File: config.mk
export PLATFORM = sky130hd
export DESIGN_NAME = aes_job_initiator
export DESIGN_NICKNAME = d
export VERILOG_FILES = /design/src/rtl/aes_job_initiator.sv
export SDC_FILE = /design/constraint.sdc
export NUM_CORES = 1
export LEC_CHECK = 0
export CAP_MARGIN = 20
export CELL_PAD_IN_SITES_DETAIL_PLACEMENT = 0
export CELL_PAD_IN_SITES_GLOBAL_PLACEMENT = 1
export CORE_AREA = 2 2 311 313
export DETAILED_ROUTE_END_ITERATION = 6
export DIE_AREA = 0 0 313 315
export PLACE_DENSITY_LB_ADDON = 0.1
export SYNTH_ARGS = -nofsm -noshare
export SYNTH_HDL_FRONTEND = slang
export SYNTH_SLANG_ARGS = --single-unit
File: constraint.sdc
create_clock -name clk -period 12.3 [get_ports clk]
set_input_delay 1.23 -clock clk [delete_from_list [all_inputs] [get_ports clk]]
set_output_delay 1.23 -clock clk [all_outputs]
set_load 0.01 [all_outputs]
File: src/rtl/aes_job_initiator.sv
// aes_job_initiator
//   Master-side sequencer between a streaming client and aes_top. It accepts one
//   (block, key, mode) job at a time on a valid/ready input port, launches it with a
//   single-cycle start pulse and waits for done. The core's result is then presented on
//   a valid/ready output port until the consumer takes it.
//
//   Optional feature: define AES_INIT_TIMEOUT_EN to bound the start-to-done wait to
//   TIMEOUT_CYCLES. A job that times out returns a zero block and sets the sticky
//   err_timeout port.
//
// Ports
//   clk, rst                   clock and asynchronous active-high reset
//   in_valid/in_ready          job handshake; in_data, in_key, in_encrypt carry the job
//   core_start                 one-cycle launch pulse to aes_top
//   core_encrypt/data_in/key_in  job operands, held from launch until the next job
//   core_data_out/busy/done    aes_top status and result (done: pulse or level)
//   out_valid/out_ready        result handshake; out_data and out_encrypt carry the result
//   job_count                  results accepted on the output port (wraps)
//   err_timeout                sticky timeout flag (AES_INIT_TIMEOUT_EN only)

module aes_job_initiator #(
   parameter int unsigned CNT_W          = 16,
   parameter int unsigned TIMEOUT_CYCLES = 64
) (
   input  logic             clk,
   input  logic             rst,
   input  logic             in_valid,
   output logic             in_ready,
   input  logic [127:0]     in_data,
   input  logic [127:0]     in_key,
   input  logic             in_encrypt,
   output logic             core_start,
   output logic             core_encrypt,
   output logic [127:0]     core_data_in,
   output logic [127:0]     core_key_in,
   input  logic [127:0]     core_data_out,
   input  logic             core_busy,
   input  logic             core_done,
   output logic             out_valid,
   input  logic             out_ready,
   output logic [127:0]     out_data,
   output logic             out_encrypt,
`ifdef AES_INIT_TIMEOUT_EN
   output logic             err_timeout,
`endif
   output logic [CNT_W-1:0] job_count
);

   typedef enum logic [1:0] {StIdle, StLaunch, StWait, StHold} state_e;

   state_e state;
   // High only during the first WAIT cycle, so a level done left over from the
   // previous job is not mistaken for this job's completion.
   logic   wait_first;

`ifdef AES_INIT_TIMEOUT_EN
   localparam int unsigned TmoW = $clog2(TIMEOUT_CYCLES + 1);
   logic [TmoW-1:0] tmo_cnt;
`endif

   // Combinational so a job can be taken the same cycle the core goes idle.
   assign in_ready = !rst && (state == StIdle) && !core_busy;

   always_ff @(posedge clk or posedge rst) begin
      if (rst) begin
         state        <= StIdle;
         wait_first   <= 1'b0;
         core_start   <= 1'b0;
         core_encrypt <= 1'b1;
         core_data_in <= '0;
         core_key_in  <= '0;
         out_valid    <= 1'b0;
         out_data     <= '0;
         out_encrypt  <= 1'b0;
         job_count    <= '0;
`ifdef AES_INIT_TIMEOUT_EN
         tmo_cnt      <= '0;
         err_timeout  <= 1'b0;
`endif
      end else begin
         unique case (state)
            StIdle: begin
               if (in_valid && in_ready) begin
                  core_data_in <= in_data;
                  core_key_in  <= in_key;
                  core_encrypt <= in_encrypt;
                  core_start   <= 1'b1;
                  state        <= StLaunch;
               end
            end

            StLaunch: begin
               core_start <= 1'b0;
               wait_first <= 1'b1;
`ifdef AES_INIT_TIMEOUT_EN
               tmo_cnt    <= '0;
`endif
               state      <= StWait;
            end

            StWait: begin
               wait_first <= 1'b0;
               if (!wait_first && core_done) begin
                  out_data    <= core_data_out;
                  out_encrypt <= core_encrypt;
                  out_valid   <= 1'b1;
                  state       <= StHold;
               end
`ifdef AES_INIT_TIMEOUT_EN
               // Counter reads TIMEOUT_CYCLES-1 in the last allowed WAIT cycle.
               else if (tmo_cnt == TmoW'(TIMEOUT_CYCLES - 1)) begin
                  out_data    <= '0;
                  out_encrypt <= core_encrypt;
                  out_valid   <= 1'b1;
                  err_timeout <= 1'b1;
                  state       <= StHold;
               end else begin
                  tmo_cnt <= tmo_cnt + TmoW'(1);
               end
`endif
            end

            StHold: begin
               if (out_ready) begin
                  out_valid <= 1'b0;
                  job_count <= job_count + CNT_W'(1);
                  state     <= StIdle;
               end
            end

            default: state <= StIdle;
         endcase
      end
   end

endmodule

==> out/summary.txt, run 1 <==
#FFs+latches synth = 407
Syn Area/Cell = 10.6 µm²
Total GRT Usage = 13.2%
Via count = 12800
Clk_lat worst skew = 0.62 ns
Setup crit start kind = input pin
Max Root-Sink Buffers = 3
Hold Buf Count CTS = 0
Worst setup EP type = register
CTS tree = done
Io pins = 796
Syn Nets = 1844
Number of global-route vias before repair = 13900
Commonest cells after routing, fill and taps aside = clkdlybuf4s50_1 (795), nand2_1 (778), dfrtp_1 (406), mux2_2 (130), clkbuf_16 (57)
Final setup viols = 0
CTS H-Tree Depth = 2
Post-Route Setup TNS = 0 ns
Max Transition Viols Final = 0
Area Growth Syn to Fin = 73.3%
Largest net degree at the start of global routing = 121
Post-synthesis cell area = 0.0153 mm²
Layout Skew = 0.0116 ns
Static leakage power = 0.0121 µW
Cell Pwr Density = 242 mW/mm²
Kind of critical path = input pin to register
Nets = 2638
Detailed Route WL = 66600 µm
Worst-path maximum fanout = 84
Post-Synthesis Cells = 1447
Root Driver = clkbuf_16
Slowest CP cell = buf_4
# DRC = 0
Max-cap viol count = 0
Postcts setup bufs = 0
Total clock sinks = 407
Die H = 315 µm
Layout cell share with drive strength beyond 1 = 10.2%
Total gr overflow = 0
Slew headroom = 29.8%
Core area = 0.0957 mm²
First-pass GRT wire length = 95900 µm
Final min period = 4.03 ns
Setup WS pre-CTS = 7.38 ns
CP Data Arrival Time = 4.58 ns
Final cell count without fillers = 3565
VDD IR max = 0.109 mV
DR vias/cell = 3.60
Initial Util = 16.0%
Final HPWL DP = 49200 µm
Die Area = 0.0986 mm²
Die width = 313 µm
Outcome = complete, no violations
Port bufs = 795
Worst slew pin tran = 1.05 ns
Crit path cell chain = clkdlybuf4s50_1 > nor3b_4 > and2_4 > buf_4 > buf_4 > nand2_1 > nand2_1
Most common cell after layout, fill and taps aside = clkdlybuf4s50_1
Unique masters post-synth = 26
Wire per inst = 18.7 µm
TritonCTS Buffers = 55
Final hold viol count = 0
Initial DRC Count = 526
Crit-path max cell delay = 0.79 ns
RePlAce Congestion = 0.793
Fin worst setup slack = 8.27 ns
Unrepaired setup endpoints after global routing = no
Row cnt = 114
Worst hold path class = register to register
Period Utilization, post-route = 32.7%
Post_cts resized = 0
Clock transition at path regs = 0.05 ns
Synth Warn # = 0
Fmax = 248 MHz
Antenna violations before repair = 7
Sequential-to-total area share from yosys stat = 66.5%
First-pass DRT Iterations = 4
Final antenna-violating net count = 0
WP data required = 12.85 ns
Dpl cells = 3460
==> cell usage after synthesis <==
cell / number / area, µm²
a21oi_1: 1 / 5.00
a222oi_1: 1 / 10.0
a22o_1: 1 / 8.76
and2_1: 1 / 6.26
and3_1: 1 / 6.26
buf_2: 38 / 190
clkbuf_1: 33 / 124
dfrtp_1: 406 / 10200
dfstp_2: 1 / 26.3
ha_1: 6 / 75.1
inv_1: 7 / 26.3
mux2_1: 1 / 11.3
mux2_2: 130 / 1460
mux2i_1: 2 / 20.0
nand2_1: 778 / 2920
nand2_2: 1 / 6.26
nand2b_1: 1 / 6.26
nand3_1: 6 / 30.0
nand4_1: 5 / 31.3
nor2_1: 8 / 30.0
nor3_1: 1 / 5.00
nor3b_4: 1 / 18.8
nor4_1: 1 / 6.26
o21ai_0: 1 / 5.00
xnor2_1: 8 / 70.1
xor2_1: 7 / 61.3
==> stage by stage <==
stage	hold WS (ns)	util, %	cell area, µm²	power (µW)
2_1_floorplan	0.469	-	15300	3140
3_3_place_gp	0.457	25.8	24700	4840
3_5_place_dp	0.461	25.8	24700	4850
4_1_cts	0.476	27.7	26500	6580
5_1_grt	0.486	27.7	26500	6840
6_report	0.469	27.7	26600	6420
==> state kept, by name, summed over array words and instances (netlist names) <==
name	count
core_data_in	128
core_encrypt	1
core_key_in	128
core_start	1
job_count	16
out_data	128
out_encrypt	1
out_valid	1
state	2
wait_first	1
==> layout make-up <==
class / count / area [µm²]
fill: 10100 / 69200
clock buffer: 90 / 1720
sequential: 407 / 10200
multi-input combinational: 962 / 4830
clock inverter: 9 / 124
antenna: 6 / 15.0
tap: 1276 / 1600
timing repair buffer: 808 / 8060
inverter: 7 / 30.0
==> where the power goes <==
part	total [µW]	switching (µW)	internal, µW
registers	2260	328	1930
logic	2510	1090	1420
clock network	1640	638	1010
==> logic make-up after synthesis <==
family | count (synthesis) | share of synthesized area [%]
adders and majority gates | 6 | 0.490
muxes | 133 | 9.76
and+or+nand+nor | 804 | 20.0
AOI/OAI and AO/OA | 4 | 0.188
DFF | 407 | 66.5
xor gates and xnor gates | 15 | 0.857
buffers and inverters | 78 | 2.22
==> worst max-delay path, delay by kind of cell <==
family | cells | cell delay, ns
buffers and inverters | 3 | 1.98
AND/OR/NAND/NOR | 4 | 1.20
==> final timing paths <==
check                                         end  slack, ns              from  depth (start not counted)
worst min-delay path             core_data_in[99]       0.47  core_data_in[99]                          2
worst max-delay path             core_data_in[56]       8.27               rst                          7
max in group asynchronous            out_data[39]       8.30               rst                          5
worst min register to register   core_data_in[99]       0.47  core_data_in[99]                          2
min in group asynchronous       core_data_in[104]       1.13               rst                          2
worst max register to register   core_data_in[56]       8.54          state[0]                          8
==> routing by layer <==
| metal | part of all wire [%] | global-route usage, % | vias to the layer above |
|---|---|---|---|
| li1 | - | - | 6119 |
| met1 | 34 | 13.0 | 6164 |
| met2 | 54 | 24.4 | 451 |
| met3 | 9.5 | 5.43 | 102 |
| met4 | 3.0 | 5.14 | 6 |
| met5 | 0.057 | 0 | - |
Note: power is estimated with default switching activity, not from simulation.
==> run 2: changes to the inputs <==
- CORE_AREA: 2 2 311 313 -> 2 2 312 314
- DIE_AREA: 0 0 313 315 -> 0 0 314 316
- clock period: 12.3 -> 3.93 ns (I/O delays scaled with it)
==> out/summary.txt, run 2 (synthesis gave the netlist of run 1 again) <==
Unrepaired setup endpoints after global routing = no
Max-cap viol count = 0
Fmax = 364 MHz
Postcts setup bufs = 0
Final min period = 2.75 ns
WP data required = 3.54 ns
Antenna violations before repair = 8
Static leakage power = 0.0121 µW
Worst slew pin tran = 0.963 ns
Io pins = 796
Final HPWL DP = 50600 µm
Kind of critical path = register to primary output
Total clock sinks = 407
Period Utilization, post-route = 69.9%
Slew headroom = 35.8%
Die H = 316 µm
Nets = 2645
Core area = 0.0960 mm²
Largest net degree at the start of global routing = 130
Clk_lat worst skew = 0.61 ns
Post-Route Setup TNS = 0 ns
Commonest cells after routing, fill and taps aside = clkdlybuf4s50_1 (795), nand2_1 (778), dfrtp_1 (406), mux2_2 (130), clkbuf_16 (55)
# DRC = 0
VDD IR max = 0.324 mV
Initial Util = 16.0%
Worst setup EP type = primary output
Layout fillers = 10100
Final antenna-violating net count = 0
Layout Skew = 0.0152 ns
Die Area = 0.0992 mm²
Row cnt = 114
DR vias/cell = 3.64
CP Data Arrival Time = 2.36 ns
Clock transition at path regs = 0.05 ns
Hold Buf Count CTS = 0
Detailed Route WL = 67800 µm
Max Transition Viols Final = 0
Layout cell share with drive strength beyond 1 = 10.2%
Wire per inst = 19.0 µm
Total gr overflow = 0
Area Growth Syn to Fin = 73.3%
CTS H-Tree Depth = 2
Worst-path maximum fanout = 4
Worst hold path class = input pin to register
Final setup viols = 0
Total GRT Usage = 13.3%
Post_cts resized = 0
Die width = 314 µm
Root Driver = clkbuf_16
PnR Total Power = 19700 µW
Number of global-route vias before repair = 13900
Outcome = complete, no violations
Port bufs = 795
Via count = 13000
FF+latch area = 0.0102 mm²
Max Root-Sink Buffers = 3
Cell Pwr Density = 742 mW/mm²
RePlAce Congestion = 0.745
Most common cell after layout, fill and taps aside = clkdlybuf4s50_1
Initial DRC Count = 558
Final hold viol count = 0
First-pass DRT Iterations = 4
Largest regs = core_data_in x128, core_key_in x128, out_data x128
Area of the multi-input gates = 0.00483 mm²
Setup crit start kind = register
CTS tree = done
TritonCTS Buffers = 53
First-pass GRT wire length = 97300 µm
run 2: final timing paths:
check,start,end,slack (ns),cells after the start
min,in_encrypt,core_encrypt,0.29,3
min reg2reg,core_data_in[0],core_data_in[0],0.47,2
max,state[0],in_ready,1.18,4
max in group asynchronous,rst,core_data_in[35],2.50,3
min in group asynchronous,rst,core_key_in[74],0.36,2
max reg2reg,state[0],state[1],1.34,6
run 2: layout make-up:
type / instances / area share, %
clock buffers: 79 / 5.79
flip-flops and latches: 407 / 38.4
repair buffers: 817 / 31.1
inverters: 7 / 0.113
multi-input cells: 962 / 18.2
clock inverters: 14 / 0.466
diodes: 4 / 0.0377
well taps: 1276 / 6.01
run 2: routing by layer:
metal	GRT usage, %	routed length [µm]
met1	13.4	23600
met5	0	37
met4	4.49	1740
met2	25.3	37000
met3	4.67	5480
run 2: through the flow:
step | instance area [µm²] | std cells | hold slack [ns] | setup slack (ns) | utilization (%)
2_1_floorplan | 15300 | 1447 | 0.469 | -1.95 | -
3_3_place_gp | 24900 | 3469 | 0.457 | 1.18 | 25.9
3_5_place_dp | 24900 | 3469 | 0.461 | 1.18 | 25.9
4_1_cts | 26500 | 3562 | 0.223 | 1.09 | 27.7
5_1_grt | 26600 | 3565 | 0.256 | 0.972 | 27.7
6_report | 26600 | 3566 | 0.292 | 1.18 | 27.7
run 2: worst max-delay path: stages (launching register included):
cell	delay [ns]
dfrtp_1	0.39
inv_1	0.13
ha_1	0.26
nor3b_4	0.35
clkdlybuf4s50_1	0.60
run 2: power breakdown:
group,total (µW),switching [µW],internal [µW],leakage [µW]
Sequential,7030,981,6050,0.00510
Combinational,7920,3450,4470,0.00618
Clock,4760,1950,2810,0.000824
Total,19700,6380,13300,0.0121
==> run 3: changes to the inputs <==
- CORE_AREA: 2 2 312 314 -> 2 2 311 313
- DIE_AREA: 0 0 314 316 -> 0 0 313 315
- clock period: 3.93 -> 2.2 ns (I/O delays scaled with it)
==> out/summary.txt, run 3 (synthesis gave the netlist of run 1 again) <==
Final antenna-violating net count = 0
Period Utilization, post-route = 92.8%
Total clock sinks = 407
Die H = 315 µm
Initial Util = 16.0%
Max Transition Viols Final = 0
WP data required = 2.69 ns
Die Area = 0.0986 mm²
Worst slew pin tran = 0.639 ns
Worst path bufs/invs = 3
Root Driver = clkbuf_16
Clk_lat worst skew = 0.61 ns
CP Data Arrival Time = 2.53 ns
CTS H-Tree Depth = 2
Total gr overflow = 0
Slew headroom = 57.4%
Cell Pwr Density = 1320 mW/mm²
Max-cap viol count = 0
Outcome = complete, no violations
Final setup viols = 0
Row cnt = 114
Commonest cells after routing, fill and taps aside = clkdlybuf4s50_1 (794), nand2_1 (778), dfrtp_1 (406), mux2_2 (130), clkbuf_16 (57)
First-pass GRT wire length = 97300 µm
Port bufs = 795
Layout cell share with drive strength beyond 1 = 11.9%
Via count = 13000
Slowest CP cell = dfrtp_1
PnR Total Power = 35800 µW
Worst hold path class = input pin to register
Largest net degree at the start of global routing = 112
Initial DRC Count = 498
Post-route cell area = 0.0271 mm²
Antenna violations before repair = 12
Unrepaired setup endpoints after global routing = no
Nets = 2674
RePlAce Congestion = 0.766
Max Root-Sink Buffers = 3
Hold Buf Count CTS = 0
Final min period = 2.04 ns
Die width = 313 µm
Fin util = 28.3%
Most common cell after layout, fill and taps aside = clkdlybuf4s50_1
Post-placement cell area = 0.0253 mm²
Io pins = 796
Final hold viol count = 0
Static leakage power = 0.0124 µW
Delay-heaviest family, CP = buffers and inverters
Fmax = 490 MHz
Wire per inst = 18.7 µm
Setup crit start kind = register
Detailed Route WL = 67300 µm
Largest regs = core_data_in x128, core_key_in x128, out_data x128
First-pass DRT Iterations = 4
VDD IR max = 0.670 mV
DR vias/cell = 3.62
Final HPWL DP = 50800 µm
TritonCTS Buffers = 55
Crit-path max cell delay = 0.37 ns
# DRC = 0
Crit path cell chain = inv_1 > ha_2 > nor3b_4 > buf_4 > nand2_8 > a222oi_1 > buf_4 > mux2_1
CTS tree = done
Kind of critical path = register to register
Number of global-route vias before repair = 14200
Worst-path maximum fanout = 4
Worst setup EP type = register
Layout fillers = 10100
Crit path top cell by count = buf_4
Core area = 0.0957 mm²
Layout Skew = 0.0104 ns
Total GRT Usage = 13.3%
Area Growth Syn to Fin = 76.8%
Clock transition at path regs = 0.06 ns
## run 3: cell types whose count changed in the layout (fill, tap and decap cells not counted), sizes merged
cell	previous run	this run
diode	4	6
clkinvlp	1	4
bufinv	2	1
clkdlybuf4s50	795	794
buf	22	49
clkinv	11	14
clkdlybuf4s15	0	1
clkbuf	79	81
## run 3: metrics by stage
step / TNS [ns] / setup WS (ns) / instances / hold WS, ns
floorplan: -1424.15 / -3.50 / 1447 / 0.303
detailed placement: 0 / 0.0157 / 3495 / 0.461
CTS: 0 / 0.0625 / 3596 / 0.0404
finish: 0 / 0.158 / 3602 / 0.119
global route: 0 / 0.00367 / 3602 / 0.0869
global placement: 0 / 0.0261 / 3495 / 0.456
## run 3: timing repair
item                                    in CTS  in global routing
setup buffers                                1                  0
resized for setup                            1                  2
hold endpoints to repair                     0                  0
endpoints found under the setup margin       1                  2
## run 3: final cells by class
class	count	area, µm²	share of cell area [%]
Timing Repair Buffer	844	8650	31.9
Antenna cell	6	15.0	0.0554
Tap cell	1276	1600	5.89
Inverter	7	30.0	0.111
Multi-Input combinational cell	962	4830	17.8
Clock inverter	19	131	0.485
Clock buffer	81	1650	6.08
Sequential cell	407	10200	37.6
## run 3: layer usage
layer / up-vias / GRT usage (%) / routed length (µm)
met2: 476 / 24.6 / 36100
met4: 12 / 4.88 / 1800
li1: 6188 / - / -
met1: 6250 / 13.4 / 23400
met5: - / 0 / 76
met3: 98 / 5.24 / 5970
## run 3: tightest hold or removal path: cells and delay by family
family | cells | cell delay (ns)
buf+inv | 1 | 0.40
simple gates | 2 | 0.10
## run 3: path summary, 6_finish.rpt
check	from	to	slack (ns)	depth (start not counted)
min in group asynchronous	rst	core_key_in[22]	0.21	3
worst max register to register	state[1]	state[1]	0.16	8
max in group asynchronous	rst	core_data_in[54]	1.32	4
worst min register to register	core_key_in[110]	core_key_in[110]	0.47	2
worst max-delay path	state[1]	state[1]	0.16	8
worst min-delay path	in_encrypt	core_encrypt	0.12	3
## run 3: where the power goes
group / total, µW / switching (µW) / internal [µW]
clock network: 8830 / 3570 / 5260
registers: 12700 / 1850 / 10800
logic: 14300 / 6170 / 8150
